### config.mk
export PLATFORM = sky130hd
export DESIGN_NAME = mem_bus_ctrl
export DESIGN_NICKNAME = d
export VERILOG_FILES = /design/src/rtl/mem_bus_ctrl.sv
export SDC_FILE = /design/constraint.sdc
export NUM_CORES = 1
export LEC_CHECK = 0
export BUFFER_PORTS_ARGS = -buffer_cell sky130_fd_sc_hd__buf_2
export CORE_UTILIZATION = 47
export DETAILED_ROUTE_END_ITERATION = 7
export GPL_ROUTABILITY_DRIVEN = 0
export PLACE_DENSITY = 0.79
export RECOVER_POWER = 25
export SYNTH_ARGS = -nofsm -noshare
export SYNTH_HDL_FRONTEND = slang
export SYNTH_SLANG_ARGS = --single-unit
### constraint.sdc
create_clock -name i_clk -period 1.75 [get_ports i_clk]
set_clock_uncertainty 0.05 [all_clocks]
set_input_delay 0.35 -clock i_clk [delete_from_list [all_inputs] [get_ports i_clk]]
set_output_delay 0.35 -clock i_clk [all_outputs]
set_load 0.02 [all_outputs]
### src/rtl/mem_bus_ctrl.sv
// Memory-access stage: turns decoder mem_rd/mem_wr strobes into one req/ack bus transaction.
// Optional bus timeout abort is compiled in with `define MEM_TIMEOUT_EN.
module mem_bus_ctrl #(
   parameter int AW       = 16,
   parameter int DW       = 16,
   parameter int WAIT_CYC = 0,
   parameter int TIMEOUT  = 255
) (
   input  logic          i_clk,
   input  logic          i_rst,
   input  logic          i_mem_rd,
   input  logic          i_mem_wr,
   input  logic [AW-1:0] i_addr,
   input  logic [DW-1:0] i_wdata,
   output logic [DW-1:0] o_rdata,
   output logic          o_stall,
   output logic          o_bus_req,
   output logic          o_bus_we,
   output logic [AW-1:0] o_bus_addr,
   output logic [DW-1:0] o_bus_wdata,
   input  logic          i_bus_ack,
   input  logic [DW-1:0] i_bus_rdata,
   output logic          o_err
);

   // Counter width covers TIMEOUT, which always exceeds WAIT_CYC.
   localparam int CW = $clog2(TIMEOUT + 1);

   typedef enum logic [1:0] {
      IDLE = 2'd0,
      REQ  = 2'd1,
      DONE = 2'd2
   } state_t;

   state_t          r_state;
   state_t          w_state_nxt;
   logic [CW-1:0]   r_wait;
   logic            r_bus_req;
   logic            r_bus_we;
   logic [AW-1:0]   r_bus_addr;
   logic [DW-1:0]   r_bus_wdata;
   logic [DW-1:0]   r_rdata;
   logic            w_start;
   logic            w_ack_ok;
   logic            w_abort;

   assign w_start  = (r_state == IDLE) && (i_mem_rd || i_mem_wr);
   assign w_ack_ok = (r_state == REQ) && i_bus_ack && (r_wait == CW'(WAIT_CYC));

`ifdef MEM_TIMEOUT_EN
   logic [CW-1:0] r_tmo;
   logic          r_err;

   // An honoured ack in the final allowed cycle still wins over the abort.
   assign w_abort = (r_state == REQ) && !w_ack_ok && (r_tmo == CW'(TIMEOUT - 1));
   assign o_err   = r_err;

   always_ff @(posedge i_clk) begin
      if (i_rst) begin
         r_tmo <= '0;
         r_err <= 1'b0;
      end else begin
         if (r_state == REQ) begin
            r_tmo <= r_tmo + CW'(1);
         end else begin
            r_tmo <= '0;
         end
         if (w_abort) begin
            r_err <= 1'b1;
         end
      end
   end
`else
   assign w_abort = 1'b0;
   assign o_err   = 1'b0;
`endif

   always_comb begin
      w_state_nxt = r_state;
      case (r_state)
         IDLE: begin
            if (w_start) begin
               w_state_nxt = REQ;
            end else begin
               w_state_nxt = IDLE;
            end
         end
         REQ: begin
            if (w_ack_ok || w_abort) begin
               w_state_nxt = DONE;
            end else begin
               w_state_nxt = REQ;
            end
         end
         DONE:    w_state_nxt = IDLE;
         default: w_state_nxt = IDLE;
      endcase
   end

   always_ff @(posedge i_clk) begin
      if (i_rst) begin
         r_state     <= IDLE;
         r_bus_req   <= 1'b0;
         r_bus_we    <= 1'b0;
         r_bus_addr  <= '0;
         r_bus_wdata <= '0;
         r_rdata     <= '0;
         r_wait      <= '0;
      end else begin
         r_state   <= w_state_nxt;
         r_bus_req <= (w_state_nxt == REQ);
         if (w_start) begin
            r_bus_addr  <= i_addr;
            r_bus_wdata <= i_wdata;
            r_bus_we    <= i_mem_wr;
         end
         // Wait counter saturates so a held ack is honoured exactly at WAIT_CYC.
         if (r_state == REQ) begin
            if (r_wait != CW'(WAIT_CYC)) begin
               r_wait <= r_wait + CW'(1);
            end
         end else begin
            r_wait <= '0;
         end
         if (w_ack_ok && !r_bus_we) begin
            r_rdata <= i_bus_rdata;
         end else if (w_abort && !r_bus_we) begin
            r_rdata <= '1;
         end
      end
   end

   // Decoder advances on the edge leaving DONE, so DONE itself never stalls.
   assign o_stall     = w_start || (r_state == REQ);
   assign o_bus_req   = r_bus_req;
   assign o_bus_we    = r_bus_we;
   assign o_bus_addr  = r_bus_addr;
   assign o_bus_wdata = r_bus_wdata;
   assign o_rdata     = r_rdata;

endmodule

==> results of run 1 <==
report_power, final:
part / internal (mW) / switching [mW]
Clock: 0.542 / 0.517
Combinational: 0.191 / 0.331
Sequential: 1.45 / 0.0438
logic make-up (layout without fill, tap and decap cells):
logic type,Yosys count,count (layout),share of synthesized area [%]
muxes,16,16,6.37
DFF,60,60,47.8
other,1,1,0.149
and+or+nand+nor,95,95,22.6
AOI/OAI and AO/OA,79,79,16.1
xor gates and xnor gates,3,3,1.05
adders and majority gates,2,2,0.995
buffers and inverters,28,130,4.93
path summary, 6_finish.rpt:
kind	endpoint	slack, ps
setup / recovery	o_bus_req	110
hold / removal	o_bus_wdata[6]	210
setup reg to reg	o_bus_req	110
hold reg to reg	o_rdata[6]	420
synthesized netlist by cell type, types with 3 or more instances:
cell type / instances / area [µm²]
inv_1: 4 / 15.0
a21oi_1: 38 / 190
mux2i_1: 16 / 160
nor2_1: 7 / 26.3
nand3_1: 37 / 185
nand2_1: 3 / 11.3
nand2b_1: 32 / 200
dfxtp_1: 60 / 1200
or3_1: 4 / 25.0
clkbuf_1: 21 / 78.8
o21ai_0: 37 / 185
flip-flops by register name, summed over array words and instances (netlist names):
register     flops
r_wait           8
o_rdata         16
o_bus_wdata     16
r_state          2
o_bus_we         1
o_bus_addr      16
o_bus_req        1
area by class of cell:
class / count / area [µm²]
multi-input combinational: 196 / 1200
clock buffer: 11 / 141
timing repair buffer: 110 / 534
clock inverter: 5 / 27.5
inverter: 4 / 15.0
fill: 465 / 1940
tap: 70 / 87.6
sequential: 60 / 1200
per-stage QoR:
stage	cells	utilization [%]
2_1_floorplan	284	-
3_3_place_gp	440	59.6
3_5_place_dp	440	59.6
4_1_cts	456	62.9
5_1_grt	456	62.3
6_report	456	62.3
what timing repair did:
| action | CTS | global route |
|---|---|---|
| setup endpoints to repair | 0 | 2 |
| resized for setup | 0 | 1 |
| hold buffers | 0 | 0 |
critical path, delay by kind of cell, from the launching register on:
family	cells	cell delay, ps
adder cells (fa/ha/maj)	1	150
buffers and inverters	1	70
flip-flops	1	360
AO/OA/AOI/OAI	2	380
AND/OR/NAND/NOR	1	490
layer usage:
metal  vias up  wire length [µm]
li1       1185                 -
met1      1045              2670
met5         -                 0
met2       115              2540
met4         0                98
met3         9               536
==> summary.txt, run 1 <==
Final layout
  – Commonest non-fill, non-tap cell in the layout: buf_2
  – Nets@finish: between 400 and 500
  – N_diodes: 0
  – Most frequent cells in the layout: buf_2 (76), dfxtp_1 (60), a21oi_1 (38), nand3_1 (37), o21ai_0 (37)
  – Layout cells sized above 1: around 28%
  – Syn-to-layout area delta: 27.4%
  – Finished Cell Area: between 0.003 and 0.004 mm²

CTS
  – Clk Latency, worst-skew pair: roughly 320 ps
  – Clock transition at path regs: 70 ps
  – CTS tree: yes
  – Max Root-Sink Buffers: 2
  – Setup repair bufs after CTS: 0
  – TritonCTS Buffers: 9
  – Clock Sinks: 60
  – Clock root buffer: clkbuf_8
  – H-tree lvl count: 3

Critical path
  – Critical path arrival: 1780 ps
  – Worst Setup SP: r_wait[1]
  – Slowest CP cell: or4b_4
  – Startpoint Class: flop
  – R2R depth: 5
  – Max incr delay on CP: a little under 500 ps
  – Critical path class: flop to flop
  – CP cell instances: inv_1, ha_1, or4b_4, o31ai_2, a211oi_1
  – Worst-path fanout max: 6
  – Data required time of the worst path: about 1900 ps
  – Reg-to-Reg Start: r_wait[1]
  – Critical path endpoint category: flop

STA
  – Slew Limit Fails: 0
  – Fin crit share: between 90% and 100%
  – Setup violations, final: 0
  – Rel. slew slack: roughly 62%
  – Hold_ws: 214 ps
  – Setup TNS: 0 ps
  – Worst-Margin Slew: around 560 ps
  – RSZ-0062 raised after global routing: false
  – Final worst slack: between 100 and 150 ps
  – Hold Vio Cnt, Final: 0
  – Post-route minimum period: around 1600 ps
  – FMAX: between 600 and 700 MHz

Route
  – Avg Vias per Cell: between 5 and 6
  – # DRC: 0
  – DRT Pass-1 Iters: 4
  – Total wire length: a little under 6 mm
  – Wire length per cell: around 13 µm
  – Initial DRC count: around 130
  – Post-DRT Antenna Nets: 0
  – Via Count: 2354

Place
  – PortBufs: slightly above 100
  – Area after DPL: about 0.0031 mm²
  – Dpl hpwl: around 3.9 mm
  – Pre-CTS setup slack: 70.8 ps

Floorplan
  – Width of the die: around 75 µm
  – I/O Pins: 105
  – Die Span Y: around 75 µm
  – Initial core utilization: 48.9%
  – Row cnt: 26
  – Die area: about 0.0056 mm²
  – Core ar.: between 0.005 and 0.006 mm²

Global routing
  – GRT busiest layer: met2
  – Vias in the first global route: roughly 2100
  – Met2 GRT Util: 34.8%
  – Global-route wire length before repair: a little over 9 mm
  – Grt met1 use: between 20 and 30%
  – Initial antenna violation count: 0
  – Remaining global-route overflow: 0
  – Met3 track demand over resource: ~5.8%
  – GRT Util Overall: between 20% and 30%
  – Largest net degree at the start of global routing: 68

Yosys
  – Ys Warns: 0
  – Post-Syn Area: 0.00251 mm²
  – Most frequently used flop master after synthesis: dfxtp_1
  – Mapped Cells: 284
  – Post-synthesis sequential area ratio: 47.8%
  – Asr flop ratio synth: 0%
  – Syn Nets: between 300 and 400
  – Number of synthesized register bits: 60
  – Synth unique cells: 30
  – Post-synth EDFFs: 0
  – Mean Syn Cell Area: just under 9 µm²

Power and ir drop
  – Power Density: approximately 960 mW/mm²
  – Total power: 3.08 mW
  – LEAKAGE: 1.42 nW
  – Max VDD drop: 0.000572 V

Worst hold path
  – HP Start: i_wdata[6]
  – Worst hold path stage count: 3
  – Worst Hold Class: primary input to flop

Job
  – Max Cap Violations: 0

Run status
  – Status: completed
(Power assumes the default switching activity.)
==> inputs of run 2 (changes only) <==
--- a/config.mk
+++ b/config.mk
@@ -11,6 +11,7 @@
 export GPL_ROUTABILITY_DRIVEN = 0
 export PLACE_DENSITY = 0.79
 export RECOVER_POWER = 25
+export SETUP_SLACK_MARGIN = 0.2
 export SYNTH_ARGS = -nofsm -noshare
 export SYNTH_HDL_FRONTEND = slang
 export SYNTH_SLANG_ARGS = --single-unit
==> run 2 against run 1 <==
Compared with the run above:
- critical path depth shrank 2
- via count up 2.4%
- fmax is 5.6% higher
- first-iteration DRC count decreased by 58%
- global-route usage increased by 0.49 points
- clock-buffer cell count up 2
- highest routed layer unchanged
- register-to-register slack better by 100 ps
- non-clock buffer count is 3 higher
- critical path type is now flop to output port
==> summary.txt, run 2 (synthesized netlist as in run 1, its figures left out) <==
Final layout
  – Fillers: between 400 and 500
  – Most frequent cells in the layout: buf_2 (76), dfxtp_1 (58), a21oi_1 (38), nand3_1 (37), o21ai_0 (37)
  – Layout cells sized above 1: 30.8%
  – Syn-to-layout area delta: 33.0%
  – Commonest non-fill, non-tap cell in the layout: buf_2
  – Nets@finish: ~440
  – N_diodes: 0
  – Finished Cell Area: approximately 0.0033 mm²

Critical path
  – Data required time of the worst path: between 1000 and 1500 ps
  – Reg-to-Reg Start: r_wait[0]
  – Reg2Reg Setup Slack: about 210 ps
  – Critical path class: flop to output port
  – Critical path arrival: around 1200 ps
  – Worst-path fanout max: 6
  – R2R depth: 5
  – Critical path endpoint category: output port
  – RR Endpoint: r_state[0]
  – Startpoint Class: flop

STA
  – Worst-Margin Slew: between 500 and 600 ps
  – Hold Vio Cnt, Final: 0
  – Setup violations, final: 0
  – Fin crit share: 89.0%
  – Slew Limit Fails: 0
  – FMAX: between 600 and 700 MHz
  – Setup TNS: 0 ps
  – Rel. slew slack: 61.7%
  – Post-route minimum period: between 1500 and 2000 ps
  – RSZ-0062 raised after global routing: true

Place
  – Dpl hpwl: about 4 mm
  – PortBufs: between 100 and 150
  – Area after DPL: 0.00308 mm²

Job
  – Max Cap Violations: 0

Global routing
  – Initial antenna violation count: 0
  – GRT Util Overall: around 22%
  – Remaining global-route overflow: 0
  – Vias in the first global route: approximately 2200
  – Largest net degree at the start of global routing: between 60 and 70
  – Global-route wire length before repair: between 9 and 10 mm

Floorplan
  – Core ar.: 0.00514 mm²
  – Die Span Y: 75.1 µm
  – Width of the die: between 70 and 80 µm
  – I/O Pins: 105
  – Initial core utilization: 48.9%
  – Die area: around 0.0056 mm²
  – Row cnt: 26

CTS
  – Clk Latency, worst-skew pair: 330 ps
  – Clock root buffer: clkbuf_8
  – Max Root-Sink Buffers: 2
  – CTS tree: yes
  – TritonCTS Buffers: 9
  – Clock Sinks: 60
  – H-tree lvl count: 3
  – Clock transition at path regs: around 70 ps

Route
  – Avg Vias per Cell: 5.25
  – DRT Pass-1 Iters: 4
  – Wire length per cell: between 10 and 15 µm
  – Total wire length: 6.06 mm
  – Via Count: between 2000 and 2500
  – Post-DRT Antenna Nets: 0
  – Initial DRC count: 52
  – # DRC: 0

Power and ir drop
  – LEAKAGE: between 1 and 1.5 nW
  – Power Density: 1010 mW/mm²
  – Max VDD drop: 0.000718 V

Run status
  – Status: completed

Worst hold path
  – Hold Path End: o_bus_wdata[6]
  – HP Start: i_wdata[6]
  – Worst hold path stage count: 3
  – Worst Hold Class: primary input to flop
==> run 2: changes by cell type in the layout (fill, tap and decap cells not counted), moves of 2 or more <==
| cell | change |
|---|---|
| clkbuf_8 | +3 |
| clkinv_2 | -3 |
| dfxtp_1 | -2 |
| dfxtp_4 | +2 |
| inv_1 | -2 |
==> run 2: what timing repair did <==
action	in CTS	in global routing
hold buffers	0	0
setup endpoints to repair	19	49
pin swaps	2	1
gates resized for setup	11	3
buffers inserted	3	0
==> run 2: power by group <==
part           internal [mW]  total (mW)  switching [mW]
clock network          0.811        1.33           0.517
logic                  0.205       0.541           0.336
registers               1.45        1.49          0.0439
total                   2.47        3.36           0.896
==> run 2: critical path, stage by stage, from the launching register on <==
cell and delay, ps:
dfxtp_1 480, nor2_1 100, nor2_2 80, buf_2 170
==> run 2: final cells by class <==
type	count	area, µm²	area share (%)
Inverter	4	17.5	0.524
Tap cell	70	87.6	2.62
Multi-Input combinational cell	196	1230	36.9
Clock inverter	3	42.5	1.27
Sequential cell	60	1210	36.2
Timing Repair Buffer	113	573	17.1
Clock buffer	13	179	5.35
==> run 2: worst max path at each step <==
stage	start	endpoint	slack [ps]	depth (start not counted)
3_5_place_dp	r_wait[0]	o_bus_req	90	5
3_3_place_gp	r_wait[0]	o_bus_req	150	5
2_1_floorplan	i_mem_wr	o_stall	200	5
6_report	r_state[0]	o_stall	190	3
5_1_grt	r_state[1]	o_bus_wdata[9]	80	3
4_1_cts	r_state[0]	o_stall	180	3
==> run 2: routing by layer <==
metal | global-route usage (%) | share of wire, %
met4 | 10.9 | 1.9
met3 | 10.7 | 10
met2 | 35.3 | 46
met1 | 23.8 | 42
met5 | 0 | 0
==> run 2: stage by stage <==
| step | utilization, % | hold slack, ps | cells | setup slack (ps) | power [mW] |
|---|---|---|---|---|---|
| 6_report | 65.0 | 211 | 459 | 193 | 3.36 |
| 5_1_grt | 65.0 | 203 | 459 | 80.3 | 3.52 |
| 4_1_cts | 65.5 | 197 | 459 | 178 | 3.41 |
| 3_5_place_dp | 60.0 | 413 | 440 | 86.8 | 2.07 |
| 3_3_place_gp | 60.0 | 406 | 440 | 154 | 2.06 |
| 2_1_floorplan | - | 427 | 284 | 201 | 1.87 |
